$ cat config.mk
export PLATFORM = sky130hd
export DESIGN_NAME = signal_measurement_flat
export DESIGN_NICKNAME = d
export VERILOG_FILES = /design/src/rtl/signal_measurement_pkg.sv /design/src/rtl/signal_measurement_if.sv /design/src/rtl/signal_measurement_schmitt_crossing_detector.sv /design/src/rtl/signal_measurement.sv /design/src/flat_wrapper.sv
export SDC_FILE = /design/constraint.sdc
export NUM_CORES = 1
export LEC_CHECK = 0
export ABC_CLOCK_PERIOD_IN_PS = 9090
export BUFFER_PORTS_ARGS = -buffer_cell sky130_fd_sc_hd__buf_4
export CELL_PAD_IN_SITES_DETAIL_PLACEMENT = 1
export CELL_PAD_IN_SITES_GLOBAL_PLACEMENT = 1
export CORE_ASPECT_RATIO = 1.25
export CORE_MARGIN = 1
export CORE_UTILIZATION = 51
export DETAILED_ROUTE_END_ITERATION = 8
export GPL_TIMING_DRIVEN = 0
export PLACE_DENSITY = 0.92
export SLEW_MARGIN = 10
export SYNTH_ARGS = -nofsm -noshare
export SYNTH_HDL_FRONTEND = slang
export SYNTH_SLANG_ARGS = --single-unit
$ cat constraint.sdc
create_clock -name clock -period 9.09 [get_ports clock]
set_clock_uncertainty 0.1 [all_clocks]
set_input_delay 0.4545 -clock clock [delete_from_list [all_inputs] [get_ports clock]]
set_output_delay 0.4545 -clock clock [all_outputs]
set_load 0.1 [all_outputs]
$ cat src/rtl/signal_measurement_pkg.sv
// Shared types and width-derived constants for the per-channel signal characteriser.
package signal_measurement_pkg;

    localparam int DATA_BITS_DEFAULT = 12;

    typedef enum logic {
        SCHMITT_LOW  = 1'b0,
        SCHMITT_HIGH = 1'b1
    } schmitt_state_t;

    function automatic int sample_max(input int bits);
        return (1 << (bits - 1)) - 1;
    endfunction

    function automatic int sample_min(input int bits);
        return -(1 << (bits - 1));
    endfunction

    function automatic int period_saturate(input int bits);
        return (1 << bits) - 1;
    endfunction

endpackage

$ cat src/rtl/signal_measurement_if.sv
// Sample stream in, per-window measurement results out.
interface signal_measurement_if #(
    parameter int DATA_BITS = 12
);
    logic                        sampleValid;
    logic signed [DATA_BITS-1:0] sample;
    logic signed [DATA_BITS-1:0] signalMin;
    logic signed [DATA_BITS-1:0] signalMax;
    logic        [DATA_BITS-1:0] signalPeriod;
    logic                        measurementValid;

    modport master (
        output sampleValid, sample,
        input  signalMin, signalMax, signalPeriod, measurementValid
    );

    modport slave (
        input  sampleValid, sample,
        output signalMin, signalMax, signalPeriod, measurementValid
    );
endinterface

$ cat src/rtl/signal_measurement_schmitt_crossing_detector.sv
// Hysteresis comparator around a moving midpoint; strobes on each qualified rising crossing.
module schmitt_crossing_detector
    import signal_measurement_pkg::*;
#(
    parameter int DATA_BITS  = DATA_BITS_DEFAULT,
    parameter int HYSTERESIS = 16
) (
    input  logic                        clock,
    input  logic                        reset,
    input  logic                        valid,
    input  logic signed [DATA_BITS-1:0] sample,
    input  logic signed [DATA_BITS-1:0] midpoint,
    output logic                        rising
);

    localparam logic signed [DATA_BITS:0] HYST = (DATA_BITS + 1)'(HYSTERESIS);

    schmitt_state_t state_q, state_d;

    logic signed [DATA_BITS:0] sample_ext;
    logic signed [DATA_BITS:0] thresh_hi;
    logic signed [DATA_BITS:0] thresh_lo;

    // One extra bit keeps midpoint +/- hysteresis from wrapping at the rails.
    always_comb begin
        sample_ext = {sample[DATA_BITS-1], sample};
        thresh_hi  = {midpoint[DATA_BITS-1], midpoint} + HYST;
        thresh_lo  = {midpoint[DATA_BITS-1], midpoint} - HYST;
    end

    always_ff @(posedge clock or posedge reset) begin
        if (reset) begin
            state_q <= SCHMITT_LOW;
        end else begin
            state_q <= state_d;
        end
    end

    always_comb begin
        state_d = state_q;
        if (valid) begin
            case (state_q)
                SCHMITT_LOW:  if (sample_ext >= thresh_hi) state_d = SCHMITT_HIGH;
                SCHMITT_HIGH: if (sample_ext <= thresh_lo) state_d = SCHMITT_LOW;
                default:      state_d = SCHMITT_LOW;
            endcase
        end
    end

    always_comb begin
        rising = valid && (state_q == SCHMITT_LOW) && (sample_ext >= thresh_hi);
    end

endmodule

$ cat src/rtl/signal_measurement.sv
// Per-channel ADC characteriser: windowed min/max plus crossing-to-crossing period,
// published once per window of valid samples.
module signal_measurement
    import signal_measurement_pkg::*;
#(
    parameter int DATA_BITS      = DATA_BITS_DEFAULT,
    parameter int WINDOW_SAMPLES = 4096,
    parameter int WINDOW_BITS    = 13,
    parameter int HYSTERESIS     = 16
) (
    input logic                 clock,
    input logic                 reset,
    signal_measurement_if.slave sig
);

    localparam logic signed [DATA_BITS-1:0] RUN_MIN_INIT = DATA_BITS'(sample_max(DATA_BITS));
    localparam logic signed [DATA_BITS-1:0] RUN_MAX_INIT = DATA_BITS'(sample_min(DATA_BITS));
    localparam logic        [DATA_BITS-1:0] PERIOD_SAT   = DATA_BITS'(period_saturate(DATA_BITS));
    localparam logic      [WINDOW_BITS-1:0] WINDOW_LAST  = WINDOW_BITS'(WINDOW_SAMPLES - 1);

    logic [WINDOW_BITS-1:0]      window_count_q, window_count_d;
    logic signed [DATA_BITS-1:0] run_min_q, run_min_d;
    logic signed [DATA_BITS-1:0] run_max_q, run_max_d;
    logic [DATA_BITS-1:0]        period_count_q, period_count_d;
    logic [DATA_BITS-1:0]        last_period_q, last_period_d;
    logic signed [DATA_BITS-1:0] midpoint_q, midpoint_d;
    logic                        have_edge_q, have_edge_d;
    logic                        period_seen_q, period_seen_d;
    logic signed [DATA_BITS-1:0] signal_min_q, signal_min_d;
    logic signed [DATA_BITS-1:0] signal_max_q, signal_max_d;
    logic [DATA_BITS-1:0]        signal_period_q, signal_period_d;
    logic                        measurement_valid_q, measurement_valid_d;

    logic                        rising;
    logic signed [DATA_BITS-1:0] new_min;
    logic signed [DATA_BITS-1:0] new_max;
    logic [DATA_BITS-1:0]        period_inc;
    logic signed [DATA_BITS:0]   mid_sum;
    logic                        window_end;

    schmitt_crossing_detector #(
        .DATA_BITS  (DATA_BITS),
        .HYSTERESIS (HYSTERESIS)
    ) u_schmitt (
        .clock    (clock),
        .reset    (reset),
        .valid    (sig.sampleValid),
        .sample   (sig.sample),
        .midpoint (midpoint_q),
        .rising   (rising)
    );

    always_comb begin
        new_min    = (sig.sample < run_min_q) ? sig.sample : run_min_q;
        new_max    = (sig.sample > run_max_q) ? sig.sample : run_max_q;
        period_inc = (period_count_q == PERIOD_SAT) ? PERIOD_SAT : period_count_q + 1'b1;
        mid_sum    = {new_max[DATA_BITS-1], new_max} + {new_min[DATA_BITS-1], new_min};
        window_end = sig.sampleValid && (window_count_q == WINDOW_LAST);
    end

    // Crossing tracking deliberately ignores window boundaries; only the window bookkeeping restarts.
    always_comb begin
        window_count_d      = window_count_q;
        run_min_d           = run_min_q;
        run_max_d           = run_max_q;
        period_count_d      = period_count_q;
        last_period_d       = last_period_q;
        midpoint_d          = midpoint_q;
        have_edge_d         = have_edge_q;
        period_seen_d       = period_seen_q;
        signal_min_d        = signal_min_q;
        signal_max_d        = signal_max_q;
        signal_period_d     = signal_period_q;
        measurement_valid_d = 1'b0;

        if (sig.sampleValid) begin
            run_min_d      = new_min;
            run_max_d      = new_max;
            window_count_d = window_count_q + 1'b1;
            period_count_d = period_inc;

            if (rising) begin
                period_count_d = '0;
                have_edge_d    = 1'b1;
                if (have_edge_q) begin
                    last_period_d = period_inc;
                    period_seen_d = 1'b1;
                end
            end

            if (window_end) begin
                signal_min_d        = new_min;
                signal_max_d        = new_max;
                signal_period_d     = period_seen_d ? last_period_d : '0;
                midpoint_d          = DATA_BITS'(mid_sum >>> 1);
                run_min_d           = RUN_MIN_INIT;
                run_max_d           = RUN_MAX_INIT;
                period_seen_d       = 1'b0;
                window_count_d      = '0;
                measurement_valid_d = 1'b1;
            end
        end
    end

    always_ff @(posedge clock or posedge reset) begin
        if (reset) begin
            window_count_q      <= '0;
            run_min_q           <= RUN_MIN_INIT;
            run_max_q           <= RUN_MAX_INIT;
            period_count_q      <= '0;
            last_period_q       <= '0;
            midpoint_q          <= '0;
            have_edge_q         <= 1'b0;
            period_seen_q       <= 1'b0;
            signal_min_q        <= '0;
            signal_max_q        <= '0;
            signal_period_q     <= '0;
            measurement_valid_q <= 1'b0;
        end else begin
            window_count_q      <= window_count_d;
            run_min_q           <= run_min_d;
            run_max_q           <= run_max_d;
            period_count_q      <= period_count_d;
            last_period_q       <= last_period_d;
            midpoint_q          <= midpoint_d;
            have_edge_q         <= have_edge_d;
            period_seen_q       <= period_seen_d;
            signal_min_q        <= signal_min_d;
            signal_max_q        <= signal_max_d;
            signal_period_q     <= signal_period_d;
            measurement_valid_q <= measurement_valid_d;
        end
    end

    assign sig.signalMin        = signal_min_q;
    assign sig.signalMax        = signal_max_q;
    assign sig.signalPeriod     = signal_period_q;
    assign sig.measurementValid = measurement_valid_q;

endmodule
$ cat src/flat_wrapper.sv
// flat-port wrapper written by rule: the top's interface ports become plain ports
module signal_measurement_flat import signal_measurement_pkg::*;
#(
    parameter int DATA_BITS      = DATA_BITS_DEFAULT,
    parameter int WINDOW_SAMPLES = 4096,
    parameter int WINDOW_BITS    = 13,
    parameter int HYSTERESIS     = 16
)
  (clock, reset, sig_sampleValid, sig_sample, sig_signalMin, sig_signalMax, sig_signalPeriod, sig_measurementValid);
  signal_measurement_if #(.DATA_BITS(DATA_BITS)) sig_i ();
  input logic clock;
  input logic reset;
  input wire logic [$bits(sig_i.sampleValid)-1:0] sig_sampleValid;
  input wire logic [$bits(sig_i.sample)-1:0] sig_sample;
  output wire logic [$bits(sig_i.signalMin)-1:0] sig_signalMin;
  output wire logic [$bits(sig_i.signalMax)-1:0] sig_signalMax;
  output wire logic [$bits(sig_i.signalPeriod)-1:0] sig_signalPeriod;
  output wire logic [$bits(sig_i.measurementValid)-1:0] sig_measurementValid;
  assign sig_i.sampleValid = sig_sampleValid;
  assign sig_i.sample = sig_sample;
  assign sig_signalMin = sig_i.signalMin;
  assign sig_signalMax = sig_i.signalMax;
  assign sig_signalPeriod = sig_i.signalPeriod;
  assign sig_measurementValid = sig_i.measurementValid;
  signal_measurement #(.DATA_BITS(DATA_BITS), .WINDOW_SAMPLES(WINDOW_SAMPLES), .WINDOW_BITS(WINDOW_BITS), .HYSTERESIS(HYSTERESIS)) u_core (.clock(clock), .reset(reset), .sig(sig_i));
endmodule
==> results of run 1 <==
## power by group through the flow
stage	combinational (uW)	clock, uW	sequential [uW]
finish	1440	661	687
global route	1530	680	696
CTS	1400	663	685
detailed placement	1320	0	691
global placement	1230	0	682
floorplan	974	0	669
## area by class of cell
type | instances | area [sq um] | area share
inverters | 61 | 234 | 0.0280
clock buffers | 21 | 460 | 0.0551
repair buffers | 53 | 420 | 0.0503
clock inverters | 10 | 111 | 0.0133
well taps | 175 | 219 | 0.0262
flip-flops and latches | 113 | 2840 | 0.340
multi-input cells | 598 | 3920 | 0.469
plain buffers | 38 | 151 | 0.0181
## registers in the layout, summed over array words and instances (netlist names)
name                         cells
u_core.period_count_q           12
u_core.sig.signalMax            12
u_core.have_edge_q               1
u_core.run_max_q                12
u_core.u_schmitt.state_q         1
u_core.sig.signalPeriod         12
u_core.sig.measurementValid      1
u_core.window_count_q           13
u_core.run_min_q                12
u_core.period_seen_q             1
u_core.midpoint_q               12
u_core.last_period_q            12
u_core.sig.signalMin            12
## logic make-up after synthesis
group | synth area share
DFF | 0.398
and+or+nand+nor | 0.185
muxes | 0.00280
buffers and inverters | 0.0532
xor gates and xnor gates | 0.0490
adders and majority gates | 0.105
AOI/OAI and AO/OA | 0.206
## layer usage
| layer | share of wire | up-vias | routed length, microns | GRT usage |
|---|---|---|---|---|
| li1 | - | 2986 | - | - |
| met2 | 0.52 | 307 | 13200 | 0.657 |
| met1 | 0.36 | 3426 | 9050 | 0.382 |
| met4 | 0.065 | 0 | 1640 | 0.275 |
| met5 | 0 | - | 0 | 0 |
| met3 | 0.059 | 126 | 1490 | 0.0831 |
## metrics by stage
step	power (uW)	hold slack, ps	setup slack, ps	cells
floorplan	1640	326	4360	810
global route	2910	219	1890	1069
CTS	2740	193	2310	1069
detailed placement	2010	368	2650	1037
global placement	1910	342	2990	1036
finish	2780	203	2140	1069
## worst paths after layout
path	start	endpoint	cells past startpoint
min in group asynchronous	reset	u_core.sig.signalMax[0]$_DFFE_PP0P_	3
max in group asynchronous	reset	u_core.run_min_q[9]$_DFFE_PP1P_	4
min reg2reg	u_core.have_edge_q$_DFFE_PP0P_	u_core.have_edge_q$_DFFE_PP0P_	1
min	sig_sample[0]	u_core.run_max_q[0]$_DFFE_PP0P_	2
max	u_core.run_max_q[11]$_DFFE_PP1P_	u_core.midpoint_q[11]$_DFFE_PP0P_	22
max reg2reg	u_core.run_max_q[11]$_DFFE_PP1P_	u_core.midpoint_q[11]$_DFFE_PP0P_	22
## placed cells by master (no fill, tap or decap), types with 8 or more instances in the layout
cell type / instances
o211ai_1: 8
xnor2_1: 29
xor2_1: 11
nor3_1: 12
nand4_1: 9
dfstp_2: 12
o22ai_1: 11
inv_1: 60
clkbuf_1: 31
o21ai_0: 49
dfrtp_1: 101
ha_1: 56
nor2_1: 55
a21oi_1: 62
a31oi_1: 14
nand3_1: 33
and3_1: 15
nand2_1: 113
a21o_1: 13
buf_4: 51
nand2b_1: 8
clkbuf_16: 17
==> run_results.csv, run 1 <==
group,metric,value,unit
outcome,status,"completed",
timing,grt_setup_unrepaired,"no",
synth,synth_most_common_cell,"nand2_1",
synth,async_reset_ff_frac,1.00,
synth,synthTopCellsByCount,"nand2_1 (113), dfrtp_1 (101), a21oi_1 (62)",
global_route,grt_pass1_vias,7580,
layout,fill_cells,1588,
synth,synth.area.top_cells,"dfrtp_1 (35%), ha_1 (9.8%), nand2_1 (5.9%), dfstp_2 (4.4%), a21oi_1 (4.3%)",
global_route,grt_first_pass_wirelength,40.2,mm
pwr,leakagePower,0.00398,uW
cts,cts_buffers,17,
layout,drive_gt1_frac,0.143,
floorplan,dieArea,0.0145,sq mm
pwr,p_seq_frac,0.247,
critical_path,path_buf_inv,5,
timing,hold_viol_final,0,
cts,clk_latency,430,ps
synth,synth_ff_type,"dfrtp_1",
synth,ys_seq_area_frac,0.398,
pwr,cellPowerDensity,333,mW/mm^2
pwr,clkPwrFrac,0.237,
timing,tns,0,ps
critical_path,rrSetupSlack,2140,ps
routing,avgViaCountPerCell,6.40,
cts,htree_levels,4,
place,dp_hpwl,17.2,mm
place,dpl-instance-area,0.00778,sq mm
timing,fin_crit_sh,0.765,
timing,tightest_slew,771,ps
critical_path,cp_cell_sequence,"inv_1 -> ha_1 -> buf_6 -> nand4_4 -> nor3_2 -> o2bb2ai_2 -> and3_1 -> nor2_2 -> clkbuf_1 -> clkbuf_1 -> nor2_1 -> a21oi_1 -> inv_1 -> ha_1 -> a21oi_1 -> o31ai_1 -> a22oi_1 -> o221ai_2 -> maj3_2 -> o2111ai_1 -> nand2_1 -> a31oi_1",
critical_path,cp.arrival,7190,ps
routing,drc,0,
run,max_cap_viol_count,0,
routing,antenna_left,0,
cts,cts-root-buf,"clkbuf_16",
place,portBuffers,51,
cts,cts_resized,0,
layout,areaGrowthSynthToFinish,17.0,%
floorplan,io_pins,52,
pwr,internal_power,1520,uW
global_route,grt_usage,0.373,
synth,synth-seq-cells,113,
layout,final_core_util,0.608,
critical_path,path_delay_family,"compound AO/OA/AOI/OAI gates",
cts,clock_path_buffers,2,
cts,cts.sinks,113,
place,gp_routability_congestion,0.913,
synth,syn_area,0.00714,sq mm
layout,nets,954,
critical_path,slowest_stage,"clkbuf_1",
global_route,antenna_found_initial,0,
synth,netlist_instances,810,
synth,ys_warn_count,0,
critical_path,slowest_delay,640,ps
routing,wl_per_cell,23.8,microns
synth,postSynthNetCount,882,
routing,vias,6845,
layout,final_area,0.00836,sq mm
cts,cts_tree,"done",
floorplan,rows,48,
pwr,peakVddDrop,0.000155,V
critical_path,critPathKind,"flip-flop to flip-flop",
critical_path,startpoint_type,"flip-flop",
synth,synth_edf_count,0,
timing,relSlewSlack,0.486,
worst_hold_path,hold_path.class,"input pin to flip-flop",
layout,diodes,0,
critical_path,crit_required,9330,ps
timing,setup_viol,0,
pwr,p_sw,1260,uW
critical_path,end_kind,"flip-flop",
cts,path_clk_slew,60,ps
synth,synth_top_area_frac,0.354,
floorplan,die_h,134,microns
timing,timing.fmax,144,MHz
global_route,grt-ovfl-total,0,
cts,hold_buffers,1,
timing,drv_slew,0,
floorplan,die_x,108,microns
synth,synth_top_cell_by_area,"dfrtp_1",
floorplan,start_util,0.519,
pwr,switching_share,0.454,
critical_path,crit_fanout,10,
floorplan,fp.coreArea,0.0138,sq mm
routing,finalWirelength,25.4,mm
routing,drtPass1Iterations,5,
synth,synth_cell_types,77,
synth,synth_area_per_cell,8.82,sq um
timing,min_period,6950,ps
routing,drt_iter0_drc,451,
cts,post_cts_buffers,0,
global_route,grt_max_degree,74,
pwr,power_frac_comb,0.516,
Power figures use the tool's default switching activity.
==> run 2, diff against run 1 <==
--- a/config.mk
+++ b/config.mk
@@ -5,16 +5,16 @@
 export SDC_FILE = /design/constraint.sdc
 export NUM_CORES = 1
 export LEC_CHECK = 0
-export ABC_CLOCK_PERIOD_IN_PS = 9090
+export ABC_CLOCK_PERIOD_IN_PS = 5890
 export BUFFER_PORTS_ARGS = -buffer_cell sky130_fd_sc_hd__buf_4
 export CELL_PAD_IN_SITES_DETAIL_PLACEMENT = 1
 export CELL_PAD_IN_SITES_GLOBAL_PLACEMENT = 1
 export CORE_ASPECT_RATIO = 1.25
 export CORE_MARGIN = 1
-export CORE_UTILIZATION = 51
+export CORE_UTILIZATION = 42
 export DETAILED_ROUTE_END_ITERATION = 8
 export GPL_TIMING_DRIVEN = 0
-export PLACE_DENSITY = 0.92
+export PLACE_DENSITY = 0.81
 export SLEW_MARGIN = 10
 export SYNTH_ARGS = -nofsm -noshare
 export SYNTH_HDL_FRONTEND = slang
==> constraint.sdc (replaced) <==
create_clock -name clock -period 5.89 [get_ports clock]
set_clock_uncertainty 0.1 [all_clocks]
set_input_delay 0.2945 -clock clock [delete_from_list [all_inputs] [get_ports clock]]
set_output_delay 0.2945 -clock clock [all_outputs]
set_load 0.1 [all_outputs]
==> run 2 against run 1 <==
  * Sequential share of layout area down 0.41 points
  * Die area up 21%
  * Via count down 7.6%
  * Worst hold slack worse by 170 ps
  * Final area up 1.2%
  * Highest routed layer unchanged
==> run_results.csv, run 2 (synthesis gave the netlist of run 1 again) <==
group,metric,value,unit
outcome,status,"completed",
layout,regMostFlops,"u_core.window_count_q",
critical_path,crit_fanout,10,
floorplan,rows,52,
layout,areaGrowthSynthToFinish,18.4,%
cts,cts-root-buf,"clkbuf_16",
timing,timing.fmax,180,MHz
global_route,grt-ovfl-total,0,
timing,layout_setup_ws,322,ps
cts,cts_tree,"done",
cts,clk_latency,430,ps
layout,final_cell_mix,"nand2_1 (113), dfrtp_1 (101), a21oi_1 (61)",
global_route,grt_pass1_vias,6829,
cts,path_clk_slew,60,ps
layout,fill_cells,1926,
global_route,antenna_found_initial,0,
floorplan,io_pins,52,
routing,vias,6323,
place,post-place-ws,-155,ps
global_route,grt_first_pass_wirelength,36.4,mm
pwr,leakagePower,0.00401,uW
routing,drtPass1Iterations,4,
layout,largest_reg_flops,13,
worst_hold_path,min_to,"u_core.run_max_q[0]$_DFFE_PP0P_",
layout,stdcell_count,1111,
global_route,grt_usage,0.272,
place,gp_routability_congestion,0.867,
place,dp_cells,1078,
worst_hold_path,hold_path.class,"input pin to flip-flop",
floorplan,die_x,119,microns
routing,wl_per_cell,20.1,microns
routing,antenna_left,0,
routing,drc,0,
cts,post_cts_buffers,0,
floorplan,start_util,0.436,
timing,hold_viol_final,0,
worst_hold_path,hold_start,"sig_sample[0]",
routing,drt_iter0_drc,322,
timing,min_period,5570,ps
cts,htree_levels,4,
critical_path,critPathKind,"flip-flop to flip-flop",
timing,fin_crit_sh,0.945,
global_route,grt_max_degree,85,
cts,cts.sinks,113,
cts,clock_path_buffers,2,
critical_path,rr_worst_depth,22,
timing,tns,0,ps
pwr,peakVddDrop,0.000239,V
layout,final_common_cell,"nand2_1",
critical_path,end_kind,"flip-flop",
critical_path,crit_required,6140,ps
layout,nets,954,
routing,finalWirelength,22.3,mm
cts,cts_buffers,17,
layout,drive_gt1_frac,0.146,
floorplan,dieArea,0.0175,sq mm
critical_path,r2r_start,"u_core.run_max_q[11]$_DFFE_PP1P_",
routing,avgViaCountPerCell,5.69,
critical_path,reg2reg_to,"u_core.midpoint_q[11]$_DFFE_PP0P_",
critical_path,cp_cell_sequence,"inv_1 -> ha_1 -> buf_6 -> nand4_4 -> nor3_2 -> o2bb2ai_2 -> and3_1 -> nor2_4 -> clkbuf_2 -> clkbuf_4 -> nor2_1 -> a21oi_1 -> inv_1 -> ha_1 -> a21oi_2 -> a21oi_1 -> o21ai_0 -> o221ai_2 -> maj3_2 -> o2111ai_1 -> nand2_1 -> a31oi_1",
timing,hold_slack,28.5,ps
floorplan,die_h,148,microns
run,max_cap_viol_count,0,
critical_path,cp.arrival,5820,ps
timing,relSlewSlack,0.484,
timing,setup_viol,0,
critical_path,slowest_delay,520,ps
place,portBuffers,51,
place,dp_hpwl,16.1,mm
floorplan,fp.coreArea,0.0164,sq mm
critical_path,startpoint_type,"flip-flop",
pwr,cellPowerDensity,496,mW/mm^2
worst_hold_path,min_delay_path_depth,2,
critical_path,slowest_stage,"dfstp_2",
timing,tightest_slew,775,ps
layout,final_core_util,0.516,
timing,drv_slew,0,
timing,grt_setup_unrepaired,"no",
critical_path,rrSetupSlack,320,ps
layout,diodes,0,
run 2: critical path: cells and delay by family, from the launching register on:
kind	cells	cell delay [ps]
and+or+nand+nor	6	1160
AOI/OAI and AO/OA	8	1700
DFF	1	520
buffers and inverters	5	940
adders and majority gates	3	1050
run 2: how the worst max path moves through the flow:
stage / to / slack, ps / depth (start not counted) / from
finish: u_core.midpoint_q[11]$_DFFE_PP0P_ / 320 / 22 / u_core.run_max_q[11]$_DFFE_PP1P_
global route: u_core.midpoint_q[7]$_DFFE_PP0P_ / 20 / 22 / u_core.run_max_q[11]$_DFFE_PP1P_
CTS: u_core.midpoint_q[11]$_DFFE_PP0P_ / 80 / 22 / u_core.run_max_q[11]$_DFFE_PP1P_
detailed placement: u_core.midpoint_q[11]$_DFFE_PP0P_ / -160 / 22 / u_core.run_max_q[11]$_DFFE_PP1P_
global placement: u_core.midpoint_q[11]$_DFFE_PP0P_ / -80 / 22 / u_core.run_max_q[11]$_DFFE_PP1P_
floorplan: u_core.midpoint_q[9]$_DFFE_PP0P_ / 1160 / 22 / u_core.run_max_q[11]$_DFFE_PP1P_
run 2: area by class of cell:
class / instances / area (sq um) / share of cell area
Multi-Input combinational cell: 598 / 3930 / 0.464
Clock buffer: 23 / 478 / 0.0565
Clock inverter: 9 / 130 / 0.0154
Sequential cell: 113 / 2840 / 0.336
Timing Repair Buffer: 53 / 420 / 0.0497
Inverter: 61 / 234 / 0.0277
Buffer: 38 / 156 / 0.0185
Tap cell: 216 / 270 / 0.0319
run 2: what timing repair did:
item                                    in CTS  in global routing
gates resized for setup                      2                  4
endpoints found under the hold margin       26                  0
hold buffers                                 1                  0
endpoints found under the setup margin       4                  4
run 2: metrics by stage:
stage	cell area, sq um	total power (uW)
after global placement	7800	2990
after detailed placement	7830	3050
after CTS	8450	4180
final	8460	4200
after global routing	8460	4460
after floorplan	7140	2540
run 2: power breakdown:
group | switching [uW] | leakage [uW] | internal [uW]
Combinational | 1310 | 0.00224 | 761
Clock | 377 | 0.000297 | 697
Sequential | 107 | 0.00147 | 948
Total | 1790 | 0.00401 | 2410
run 2: per-layer routing:
layer,routed length [microns],global-route usage
met5,0,0
met3,958,0.0521
met4,720,0.127
met1,9280,0.317
met2,11400,0.479
==> run 3, diff against run 2 <==
--- a/config.mk
+++ b/config.mk
@@ -11,10 +11,10 @@
 export CELL_PAD_IN_SITES_GLOBAL_PLACEMENT = 1
 export CORE_ASPECT_RATIO = 1.25
 export CORE_MARGIN = 1
-export CORE_UTILIZATION = 42
+export CORE_UTILIZATION = 40
 export DETAILED_ROUTE_END_ITERATION = 8
 export GPL_TIMING_DRIVEN = 0
-export PLACE_DENSITY = 0.81
+export PLACE_DENSITY = 0.78
 export SLEW_MARGIN = 10
 export SYNTH_ARGS = -nofsm -noshare
 export SYNTH_HDL_FRONTEND = slang
==> run 3 against run 2 <==
  * Global-route usage down 1.2 points
  * Setup slack better by 23 ps
  * Maximum frequency up 0.41%
  * Register-to-register slack improved by 20 ps
  * Routed wire length down 0.87%
==> run_results.csv, run 3 (synthesis gave the netlist of run 1 again) <==
group,metric,value,unit
pwr,cellPowerDensity,496,mW/mm^2
timing,hold_viol_final,0,
cts,cts.sinks,113,
global_route,use_met3,0.0377,
layout,diodes,0,
critical_path,cp.arrival,5780,ps
timing,min_period,5550,ps
pwr,switching_share,0.430,
run,max_cap_viol_count,0,
outcome,status,"completed",
worst_hold_path,hold_path.class,"input pin to flip-flop",
global_route,met1_usage,0.308,
critical_path,startpoint_type,"flip-flop",
pwr,p_seq_frac,0.252,
place,dp_hpwl,16.0,mm
pwr,power,4190,uW
floorplan,io_pins,52,
floorplan,dieArea,0.0184,sq mm
floorplan,fp.coreArea,0.0175,sq mm
global_route,met2_usage,0.453,
layout,fill_cells,2071,
place,portBuffers,51,
timing,setup_viol,0,
layout,regMostFlops,"u_core.window_count_q",
layout,areaGrowthSynthToFinish,18.4,%
worst_hold_path,min_to,"u_core.run_max_q[0]$_DFFE_PP0P_",
critical_path,r2r_start,"u_core.run_max_q[11]$_DFFE_PP1P_",
place,post-place-ws,-171,ps
global_route,grt.busiest_layer,"met2",
timing,layout_setup_ws,345,ps
critical_path,crit_fanout,10,
cts,htree_levels,4,
pwr,internal_power,2390,uW
worst_hold_path,hold_start,"sig_sample[0]",
critical_path,rr_worst_depth,22,
cts,clk_latency,430,ps
cts,cts_buffers,17,
timing,tightest_slew,801,ps
global_route,grt_max_degree,81,
global_route,antenna_found_initial,0,
pwr,peakVddDrop,0.000239,V
timing,fin_crit_sh,0.941,
layout,drive_gt1_frac,0.146,
floorplan,start_util,0.408,
floorplan,rows,54,
cts,clock_path_buffers,2,
layout,final_common_cell,"nand2_1",
worst_hold_path,min_delay_path_depth,2,
pwr,clkPwrFrac,0.250,
timing,relSlewSlack,0.466,
routing,drt_iter0_drc,251,
critical_path,rrSetupSlack,340,ps
routing,avgViaCountPerCell,5.64,
cts,cts_tree,"done",
routing,antenna_left,0,
layout,final_cell_mix,"nand2_1 (113), dfrtp_1 (101), a21oi_1 (60), inv_1 (60), ha_1 (56)",
pwr,leakagePower,0.00400,uW
cts,path_clk_slew,60,ps
critical_path,end_kind,"flip-flop",
routing,wl_per_cell,19.8,microns
cts,cts-root-buf,"clkbuf_16",
layout,largest_reg_flops,13,
global_route,grt_first_pass_wirelength,35.8,mm
global_route,grt_pass1_vias,6679,
global_route,grt_usage,0.259,
critical_path,critPathKind,"flip-flop to flip-flop",
timing,drv_slew,0,
critical_path,crit_required,6130,ps
place,gp_routability_congestion,0.867,
routing,vias,6308,
routing,finalWirelength,22.2,mm
critical_path,reg2reg_to,"u_core.midpoint_q[11]$_DFFE_PP0P_",
timing,timing.fmax,180,MHz
pwr,power_frac_comb,0.498,
layout,nets,954,
routing,drtPass1Iterations,4,
global_route,grt-ovfl-total,0,
floorplan,die_x,122,microns
routing,drc,0,
timing,grt_setup_unrepaired,"no",
floorplan,die_h,151,microns
timing,tns,0,ps
pwr,p_sw,1800,uW
run 3: cell count changes in the layout (fill, tap and decap cells not counted), sizes merged:
| cell | before | now |
|---|---|---|
| clkbuf | 52 | 50 |
| buf | 61 | 62 |
| clkinv | 5 | 6 |
run 3: through the flow:
| step | utilization | area, sq um | instances | hold WS (ps) |
|---|---|---|---|---|
| after floorplan | - | 7140 | 810 | 326 |
| after global placement | 0.446 | 7810 | 1085 | 343 |
| after detailed placement | 0.448 | 7840 | 1086 | 205 |
| after CTS | 0.482 | 8440 | 1119 | 32.8 |
| after global routing | 0.483 | 8460 | 1119 | 57.0 |
| final | 0.483 | 8460 | 1119 | 40.1 |
run 3: power by group through the flow:
stage | registers, uW | logic, uW | clock network, uW
floorplan | 1030 | 1500 | 0
global placement | 1060 | 1930 | 0
detailed placement | 1060 | 1990 | 0
CTS | 1060 | 2040 | 1060
global route | 1080 | 2280 | 1090
finish | 1060 | 2090 | 1050
run 3: how the worst max path moves through the flow:
stage / startpoint / end / slack [ps] / depth (start not counted)
2_1_floorplan: u_core.run_max_q[11]$_DFFE_PP1P_ / u_core.midpoint_q[9]$_DFFE_PP0P_ / 1160 / 22
3_3_place_gp: u_core.run_max_q[11]$_DFFE_PP1P_ / u_core.midpoint_q[11]$_DFFE_PP0P_ / -90 / 22
3_5_place_dp: u_core.run_max_q[11]$_DFFE_PP1P_ / u_core.midpoint_q[11]$_DFFE_PP0P_ / -170 / 22
4_1_cts: u_core.run_max_q[11]$_DFFE_PP1P_ / u_core.midpoint_q[11]$_DFFE_PP0P_ / 1 / 22
5_1_grt: u_core.run_max_q[11]$_DFFE_PP1P_ / u_core.midpoint_q[11]$_DFFE_PP0P_ / 20 / 22
6_report: u_core.run_max_q[11]$_DFFE_PP1P_ / u_core.midpoint_q[11]$_DFFE_PP0P_ / 340 / 22
run 3: final cells by class:
cell class | count | area [sq um] | area share
clock inverter | 10 | 135 | 0.0160
timing repair buffer | 53 | 420 | 0.0497
buffer | 38 | 156 | 0.0185
sequential | 113 | 2840 | 0.336
inverter | 61 | 234 | 0.0277
tap | 224 | 280 | 0.0331
clock buffer | 22 | 454 | 0.0537
multi-input combinational | 598 | 3930 | 0.465
run 3: layer usage:
layer	part of all wire	vias up
li1	-	2985
met1	0.43	3137
met2	0.50	135
met3	0.031	51
met4	0.038	0
met5	0	-
run 3: critical path, cell delays in order (launching register included):
cell,delay (ps)
dfstp_2,510
inv_1,60
ha_1,300
buf_6,150
nand4_4,140
nor3_2,280
o2bb2ai_2,190
and3_1,280
nor2_4,270
buf_2,290
clkbuf_4,290
nor2_1,70
a21oi_2,190
inv_1,80
ha_1,370
a21oi_2,280
o31ai_1,130
a22oi_1,190
o221ai_2,170
maj3_2,370
o2111ai_1,330
nand2_1,180
a31oi_1,240
run 3: what timing repair did:
| action | CTS | global route |
|---|---|---|
| setup buffers | 0 | 0 |
| endpoints found under the setup margin | 4 | 4 |
| hold endpoints to repair | 29 | 0 |
| resized for setup | 2 | 6 |
| hold buffers | 1 | 0 |
